`config.mk`:
```
export PLATFORM = sky130hd
export DESIGN_NAME = regfile_sb_flat
export DESIGN_NICKNAME = d
export VERILOG_FILES = /design/src/rtl/regfile_sb_pkg.sv /design/src/rtl/regfile_sb_if.sv /design/src/rtl/regfile_sb_scoreboard.sv /design/src/rtl/regfile_sb.sv /design/src/flat_wrapper.sv
export SDC_FILE = /design/constraint.sdc
export NUM_CORES = 2
export LEC_CHECK = 0
export CORE_MARGIN = 2
export CORE_UTILIZATION = 40
export DETAILED_ROUTE_END_ITERATION = 12
export PLACE_DENSITY = 0.55
export SLEW_MARGIN = 15
export SYNTH_ARGS = -nofsm -noshare
export SYNTH_HDL_FRONTEND = slang
export SYNTH_SLANG_ARGS = --single-unit
```
`constraint.sdc`:
```
create_clock -name clk -period 5 [get_ports clk]
set_clock_uncertainty 0.15 [all_clocks]
set_input_delay 1.25 -clock clk [delete_from_list [all_inputs] [get_ports clk]]
set_output_delay 1.25 -clock clk [all_outputs]
set_load 0.05 [all_outputs]
```
`src/rtl/regfile_sb_pkg.sv`:
```
// Shared register-file constants: default widths, the hard-wired zero register index, address-width helper.
// No logic or latency of its own.
// No flow control; pure definitions.
package regfile_sb_pkg;

    localparam int XLEN_DEF  = 32;
    localparam int NREGS_DEF = 32;
    localparam int ZERO_REG  = 0;

    function automatic int addr_w(input int nregs);
        return $clog2(nregs);
    endfunction

endpackage

```
`src/rtl/regfile_sb_if.sv`:
```
// Core-side bundle for the register file: writeback, two read ports, issue and flush, plus status.
// Reads are combinational; writeback/issue/flush take effect at the next clock edge.
// No backpressure; decode stalls on the rdy flags.
interface regfile_sb_if
    import regfile_sb_pkg::*;
#(
    parameter int XLEN  = XLEN_DEF,
    parameter int NREGS = NREGS_DEF
) ();
    localparam int AW = addr_w(NREGS);

    logic            we;
    logic [AW-1:0]   waddr;
    logic [XLEN-1:0] wdata;
    logic [AW-1:0]   raddr1;
    logic [AW-1:0]   raddr2;
    logic [XLEN-1:0] rdata1;
    logic [XLEN-1:0] rdata2;
    logic            rdy1;
    logic            rdy2;
    logic            issue_valid;
    logic [AW-1:0]   issue_rd;
    logic            flush;
    logic            busy_any;

    modport master (
        output we, waddr, wdata, raddr1, raddr2, issue_valid, issue_rd, flush,
        input  rdata1, rdata2, rdy1, rdy2, busy_any
    );

    modport slave (
        input  we, waddr, wdata, raddr1, raddr2, issue_valid, issue_rd, flush,
        output rdata1, rdata2, rdy1, rdy2, busy_any
    );
endinterface

```
`src/rtl/regfile_sb_scoreboard.sv`:
```
// Pending-write scoreboard: one busy bit per register, set on issue, cleared on writeback or flush.
// Busy queries are combinational on the registered vector; updates land at the clock edge.
// No backpressure; issue to an already-busy register simply keeps the bit set.
module regfile_scoreboard
    import regfile_sb_pkg::*;
#(
    parameter  int NREGS = NREGS_DEF,
    localparam int AW    = addr_w(NREGS)
) (
    input  logic          clk,
    input  logic          rst,
    input  logic          set_en,
    input  logic [AW-1:0] set_idx,
    input  logic          clr_en,
    input  logic [AW-1:0] clr_idx,
    input  logic          flush,
    input  logic [AW-1:0] q_idx1,
    input  logic [AW-1:0] q_idx2,
    output logic          busy1,
    output logic          busy2,
    output logic          busy_any
);

    logic [NREGS-1:0] busy_q;
    logic [NREGS-1:0] busy_d;

    // Later steps override earlier ones so a same-cycle issue beats writeback and flush.
    always_comb begin
        busy_d = busy_q;
        if (clr_en && clr_idx != AW'(ZERO_REG)) begin
            busy_d[clr_idx] = 1'b0;
        end
        if (flush) begin
            busy_d = '0;
        end
        if (set_en && set_idx != AW'(ZERO_REG)) begin
            busy_d[set_idx] = 1'b1;
        end
        busy_d[ZERO_REG] = 1'b0;
    end

    always_ff @(posedge clk) begin
        if (rst) begin
            busy_q <= '0;
        end else begin
            busy_q <= busy_d;
        end
    end

    assign busy1    = busy_q[q_idx1];
    assign busy2    = busy_q[q_idx2];
    assign busy_any = |busy_q;

endmodule

```
`src/rtl/regfile_sb.sv`:
```
// Integer register file, 2 async read / 1 sync write, reg 0 hard-wired zero, with pending-write scoreboard.
// Reads zero-latency; writes visible next cycle (same cycle when REGFILE_BYPASS_EN is defined).
// No backpressure; rdy1/rdy2 tell decode whether the read operand is final.
module regfile_sb
    import regfile_sb_pkg::*;
#(
    parameter  int XLEN  = XLEN_DEF,
    parameter  int NREGS = NREGS_DEF,
    localparam int AW    = addr_w(NREGS)
) (
    input logic        clk,
    input logic        rst,
    regfile_sb_if.slave rf
);

    logic [XLEN-1:0] regs_q [NREGS];
    logic            wr_en;
    logic            busy1;
    logic            busy2;
    logic            bp1;
    logic            bp2;

    assign wr_en = rf.we && (rf.waddr != AW'(ZERO_REG));

    always_ff @(posedge clk) begin
        if (rst) begin
            for (int i = 0; i < NREGS; i++) begin
                regs_q[i] <= '0;
            end
        end else if (wr_en) begin
            regs_q[rf.waddr] <= rf.wdata;
        end
    end

    regfile_scoreboard #(.NREGS(NREGS)) u_sb (
        .clk      (clk),
        .rst      (rst),
        .set_en   (rf.issue_valid),
        .set_idx  (rf.issue_rd),
        .clr_en   (rf.we),
        .clr_idx  (rf.waddr),
        .flush    (rf.flush),
        .q_idx1   (rf.raddr1),
        .q_idx2   (rf.raddr2),
        .busy1    (busy1),
        .busy2    (busy2),
        .busy_any (rf.busy_any)
    );

`ifdef REGFILE_BYPASS_EN
    // Write-through forwarding: the writeback in flight this cycle is the operand decode sees.
    assign bp1 = wr_en && (rf.waddr == rf.raddr1);
    assign bp2 = wr_en && (rf.waddr == rf.raddr2);
`else
    assign bp1 = 1'b0;
    assign bp2 = 1'b0;
`endif

    always_comb begin
        rf.rdata1 = regs_q[rf.raddr1];
        rf.rdata2 = regs_q[rf.raddr2];
        if (bp1) rf.rdata1 = rf.wdata;
        if (bp2) rf.rdata2 = rf.wdata;
        if (rf.raddr1 == AW'(ZERO_REG)) rf.rdata1 = '0;
        if (rf.raddr2 == AW'(ZERO_REG)) rf.rdata2 = '0;
    end

    assign rf.rdy1 = (rf.raddr1 == AW'(ZERO_REG)) || !busy1 || bp1;
    assign rf.rdy2 = (rf.raddr2 == AW'(ZERO_REG)) || !busy2 || bp2;

endmodule

```
`src/flat_wrapper.sv`:
```
// flat-port wrapper written by rule: the top's interface ports become plain ports
module regfile_sb_flat import regfile_sb_pkg::*;
#(
    parameter  int XLEN  = XLEN_DEF,
    parameter  int NREGS = NREGS_DEF,
    localparam int AW    = addr_w(NREGS)
)
  (clk, rst, rf_we, rf_waddr, rf_wdata, rf_raddr1, rf_raddr2, rf_issue_valid, rf_issue_rd, rf_flush, rf_rdata1, rf_rdata2, rf_rdy1, rf_rdy2, rf_busy_any);
  regfile_sb_if #(.XLEN(XLEN), .NREGS(NREGS)) rf_i ();
  input logic clk;
  input logic rst;
  input wire logic [$bits(rf_i.we)-1:0] rf_we;
  input wire logic [$bits(rf_i.waddr)-1:0] rf_waddr;
  input wire logic [$bits(rf_i.wdata)-1:0] rf_wdata;
  input wire logic [$bits(rf_i.raddr1)-1:0] rf_raddr1;
  input wire logic [$bits(rf_i.raddr2)-1:0] rf_raddr2;
  input wire logic [$bits(rf_i.issue_valid)-1:0] rf_issue_valid;
  input wire logic [$bits(rf_i.issue_rd)-1:0] rf_issue_rd;
  input wire logic [$bits(rf_i.flush)-1:0] rf_flush;
  output wire logic [$bits(rf_i.rdata1)-1:0] rf_rdata1;
  output wire logic [$bits(rf_i.rdata2)-1:0] rf_rdata2;
  output wire logic [$bits(rf_i.rdy1)-1:0] rf_rdy1;
  output wire logic [$bits(rf_i.rdy2)-1:0] rf_rdy2;
  output wire logic [$bits(rf_i.busy_any)-1:0] rf_busy_any;
  assign rf_i.we = rf_we;
  assign rf_i.waddr = rf_waddr;
  assign rf_i.wdata = rf_wdata;
  assign rf_i.raddr1 = rf_raddr1;
  assign rf_i.raddr2 = rf_raddr2;
  assign rf_i.issue_valid = rf_issue_valid;
  assign rf_i.issue_rd = rf_issue_rd;
  assign rf_i.flush = rf_flush;
  assign rf_rdata1 = rf_i.rdata1;
  assign rf_rdata2 = rf_i.rdata2;
  assign rf_rdy1 = rf_i.rdy1;
  assign rf_rdy2 = rf_i.rdy2;
  assign rf_busy_any = rf_i.busy_any;
  regfile_sb #(.XLEN(XLEN), .NREGS(NREGS)) u_core (.clk(clk), .rst(rst), .rf(rf_i));
endmodule
```
After elaboration in Yosys (flattened, before gate mapping)
Memory sizes are Yosys's and may differ from the RTL's.
Cells that the tools add are included.
Word-level totals
  bits of input ports: 57
  register bits after elaboration: 32
  memories kept: 1
  word-level logic and storage cells: 47
  output and inout port bits: 67
  memory bits (writable): 1024
Memories
  u_core.regs_q: depth 32, bits a word 32, read ports 2, clocked after memory_dff 0, write ports 32, RTL line regfile_sb.sv:16  | logic [XLEN-1:0] regs_q [NREGS];
Operators by class
  $lt $le $gt $ge: 6
  mux-type cells: 21
  bitwise gates (word level): 3
  reductions and logical operators: 14
Operators by type and width (number)
  two-way mux 32 bit: 6
  OR reduction 32 bit: 2
  bitwise AND 32 bit: 1
  inverter 32 bit: 1
  OR 32 bit: 1
  less-than comparator 5 x 6 -> 1 bit (second input constant): 4
  binary-select mux 1 bit (select 5 bit): 2
  demux 1 bit (select 5 bit): 2
  greater-or-equal comparator 5 x 1 -> 1 bit (second input constant): 2
  zero test 5 bit: 2
  two-way mux 1 bit: 10
  nonzero test 5 bit: 2
  two-way mux 5 bit: 1
  logical AND 1 bit: 4
  zero test 1 bit: 2
  logical OR 1 bit: 2

Depth between registers and ports, before layout
  depth after elaboration: 10
  depth in mapped cells: 8
  mapped depth without buffers: 4

Hierarchy
Synthesis repeated with hierarchy kept, for this count alone.
Second synthesis, totals
  cell total of the unflattened synthesis: 3756
  area total of the unflattened synthesis: 56087.5 um2
By module, submodules not included
  regfile_sb: instances 1, area an instance 54076.9 um2, sequential area each 30749.5 um2, cells an instance 3507
  regfile_scoreboard: instances 1, area an instance 2010.7 um2, sequential area each 620.6 um2, cells an instance 249

Worst setup path after synthesis
OpenSTA, ideal clock, no wires.
  path type: input-to-output
  start point: input rf_raddr2[1]
  end point: output rf_rdata2[8]
  required time: 3600 ps
  data arrival time: 3633 ps
  cell stages on the path: 7
  setup slack: -33 ps
  buffers on the path: 3
  cell sequence: buf_2 -> buf_2 -> nor2_1 -> clkbuf_1 -> a221oi_1 -> o21ai_0 -> a311oi_1
On the way
  word-level cells in the longest chain between the ends: 2
  elaborated cells between the ends (all ways): 3
Ends and longest elaborated chain
  start: declaration: RTL line flat_wrapper.sv:16  | input wire logic [$bits(rf_i.raddr2)-1:0] rf_raddr2;
  memory (32 x 32 bit) / zero test 5 bit (equally long branches)
  two-way mux 32 bit (*): RTL line regfile_sb.sv:65  | if (rf.raddr2 == AW'(ZERO_REG)) rf.rdata2 = '0;
  end: declaration: RTL line flat_wrapper.sv:21  | output wire logic [$bits(rf_i.rdata2)-1:0] rf_rdata2;
Every way passes the cells marked *; elsewhere a longest branch is shown, timed or not.

Final worst setup path
  start point: input rf_raddr2[1]
  end point: output rf_rdata2[10]
Same word-level chain as after synthesis.

==> run metrics <==
Layout Nets=4,063; CTS buffer count=117; Syn Std Cell Area=0.0563 mm2; Placed Area=roughly 0.063 mm2; most frequent CP cell=buf_12; FF+latch count, synth=about 1,100; Global Route Usage Sum=29.3%; CTS H-tree lvls=3; antenna viol nets, final=0; reg-to-reg startpoint=u_core.u_sb.busy_q[30]$_SDFF_PP0_; number of synthesized flops with an enable pin=1,024; routed len/inst=35.1 um; Avg Inst Size Synth=14.8 um2; total gr overflow=0; # rows=~140; Critical path buffers and inverters=3; Syn. warnings=0; main flop type after synthesis=edfxtp_1; Detailed Routing Iterations Pass 1=6; worst reg2reg endpoint=u_core.u_sb.busy_q[30]$_SDFF_PP0_; initial antenna violation count=19; Synth async-reset ratio=0%; clock sinks=roughly 1,100; Internal=16.8 mW; clock network power share=about two fifths; placed insts=slightly below 6,000; Fin. Hold Viols=0; FILL cells=between 10,000 and 15,000; Final period util=~100%; RSZ-0062 raised after global routing=no; Unique masters post-synth=46; WP data required=3.60 ns; largest net degree at the start of global routing=50; CTS clk-pin slew, worst paths=roughly 0.060 ns; Post-DP HPWL=131,000 um; P per Cell Area=341 mW/mm2; crit path launch=rf_raddr2[1]; Initial Util=40.3%; slowest stage delay, CP=0.57 ns; first-pass GRT wire length=293,000 um; vias=37,300; DRC=0; Post-CTS Setup Bufs=0; register area share after synthesis=between 50 and 60%; layout cells sized above 1=28.8%; Final Core Density=a little under half; Max-Cap Viols=0; Psw=6.00 mW; Chip Width=379 um; Fmax=200 MHz; core area=~0.14 mm2; Worst setup SP type=input pin; family with the most delay on the worst path=compound AO/OA/AOI/OAI gates; most frequent cells in the layout=edfxtp_1 (1,024), and2_1 (994), mux4_2 (461); Logic pwr share=15.5%; Worst path slowest cell=o21ai_0; Vias/cell=around 6.2; pin slew with the least headroom to its limit=1.28 ns; HP Start=u_core.u_sb.busy_q[28]$_SDFF_PP0_; later-pin clock latency in the skew report=between 0.7 and 0.8 ns; Max Slew Vio Count=0; hold slack=0.381 ns; I/O Pins=124; Critical Path AT=3.59 ns; vias in the first global route=37,400; Hold WC Path Type=register to register; Final Wtd Congestion=0.874; Final Cell Area=roughly 0.067 mm2; Area Overhead vs Synth=19.0%; TritonCTS clock tree=yes; worst reg2reg setup slack=just over 4 ns; Post-Syn Instances=3,807; WHS Path Cells=2; Hold EP=u_core.u_sb.busy_q[28]$_SDFF_PP0_; Seq pwr share=between 40% and 50%; element type at the critical path end=output port; Final min period=4.99 ns; CTS root buffer=clkbuf_16; drt first-iter violations=slightly above 5,000; Crit Path Category=input pin to output port; commonest non-fill, non-tap cell in the layout=edfxtp_1; Die Area=0.144 mm2; status=finished clean; Finished Layout Cells=~6,000; FF-to-FF path depth=2; switching share of power=26.3%; Leak=23.3 nW; final WL=210,000 um; largest fanout on the critical path=22; critical path, cell by cell=buf_8, buf_12, mux4_2, o21ai_0, a311oi_2, buf_12; clock tree buffer depth=3; relative slew slack=14.8%; # setup viols final=0; IO buf count=123; hold_buf cts=0; Worst VDD drop=approximately 0.00028 V; Die Ht=379 um
==> how the worst max path moves through the flow <==
stage                     slack (ns)            end  depth (start not counted)
final                          0.007  rf_rdata2[10]                          6
after global routing           0.006  rf_rdata2[29]                          6
after CTS                       0.01   rf_rdata2[4]                          7
after detailed placement       -0.11  rf_rdata2[13]                          7
after global placement         -0.09  rf_rdata2[13]                          6
after floorplan                 0.01   rf_rdata2[0]                          6
==> power by group through the flow <==
stage / clock network, mW / registers [mW] / logic, mW
floorplan: 0 / 10.5 / 1.88
global placement: 0 / 10.6 / 3.51
detailed placement: 0 / 10.6 / 3.51
CTS: 8.94 / 10.4 / 3.53
global route: 9.27 / 10.5 / 3.65
finish: 8.84 / 10.5 / 3.55
==> worst reg2reg max path: cells and delay by family (launching register included) <==
| family | cells | cell delay, ns |
|---|---|---|
| flops | 1 | 0.39 |
| compound gates | 2 | 0.31 |
==> repair_timing <==
action                     in CTS  in global routing
setup endpoints to repair       3                  3
pin swaps                       1                  1
resized for setup               4                  3
hold endpoints to repair        0                  0
gates cloned                    0                  1
==> registers in the layout, indices dropped and copies added (netlist names) <==
| register | count |
|---|---|
| u_core.u_sb.busy_q | 31 |
| u_core.regs_q | 1024 |
==> through the flow <==
stage                     setup TNS [ns]  power (mW)  setup WS [ns]
after floorplan                        0        12.4         0.0110
after global placement            -0.206        14.1        -0.0884
after detailed placement          -0.287        14.1         -0.112
after CTS                              0        22.9         0.0131
after global routing                   0        23.4        0.00556
final                                  0        22.8        0.00665
==> cell families after synthesis <==
logic type	count (synthesis)	synth area share (%)
AND/OR/NAND/NOR	1221	13.0
flip-flops	1055	55.7
multiplexers	692	22.6
buffers and inverters	423	3.29
AO/OA/AOI/OAI	415	5.40
other	1	0.00666
==> cell type report <==
class / instances / area, um2 / share of cell area, %
Tap cell: 1876 / 2350 / 3.50
Multi-Input combinational cell: 2361 / 23900 / 35.7
Inverter: 3 / 16.3 / 0.0243
Clock buffer: 147 / 3080 / 4.60
Clock inverter: 73 / 787 / 1.17
Timing Repair Buffer: 468 / 5490 / 8.18
Sequential cell: 1055 / 31400 / 46.8
Antenna cell: 7 / 17.5 / 0.0261
==> per-layer routing <==
metal,share of wire [%],track usage (%)
met5,0.016,0
met3,9.1,5.56
met1,40,40.2
met2,46,45.8
met4,4.7,12.3
==> synthesized netlist by cell type, types with 2 or more instances <==
master	n	area share (%)
a22oi_1	67	0.89
o2111ai_1	16	0.25
buf_1	16	0.11
a311oi_1	32	0.50
mux4_2	461	18
o21bai_1	19	0.25
o21ai_0	77	0.68
nand3_1	10	0.089
nand3b_1	3	0.040
o211ai_1	21	0.28
buf_6	9	0.18
a211oi_1	32	0.43
and2_1	995	11
a32oi_1	12	0.19
nor3_1	7	0.062
dfxtp_1	31	1.1
mux2i_1	197	3.5
o21ai_1	5	0.044
nor4_1	7	0.078
buf_4	22	0.29
mux2_2	33	0.66
a221oi_1	50	0.78
clkbuf_1	306	2.0
buf_2	65	0.58
nor2b_1	45	0.50
a21oi_1	19	0.17
edfxtp_1	1024	55
nand2b_1	19	0.21
buf_12	2	0.071
nand2_1	72	0.48
a221o_1	32	0.57
nor2_1	54	0.36
a31oi_1	32	0.36
inv_1	3	0.020
Power figures use the tool's default switching activity.
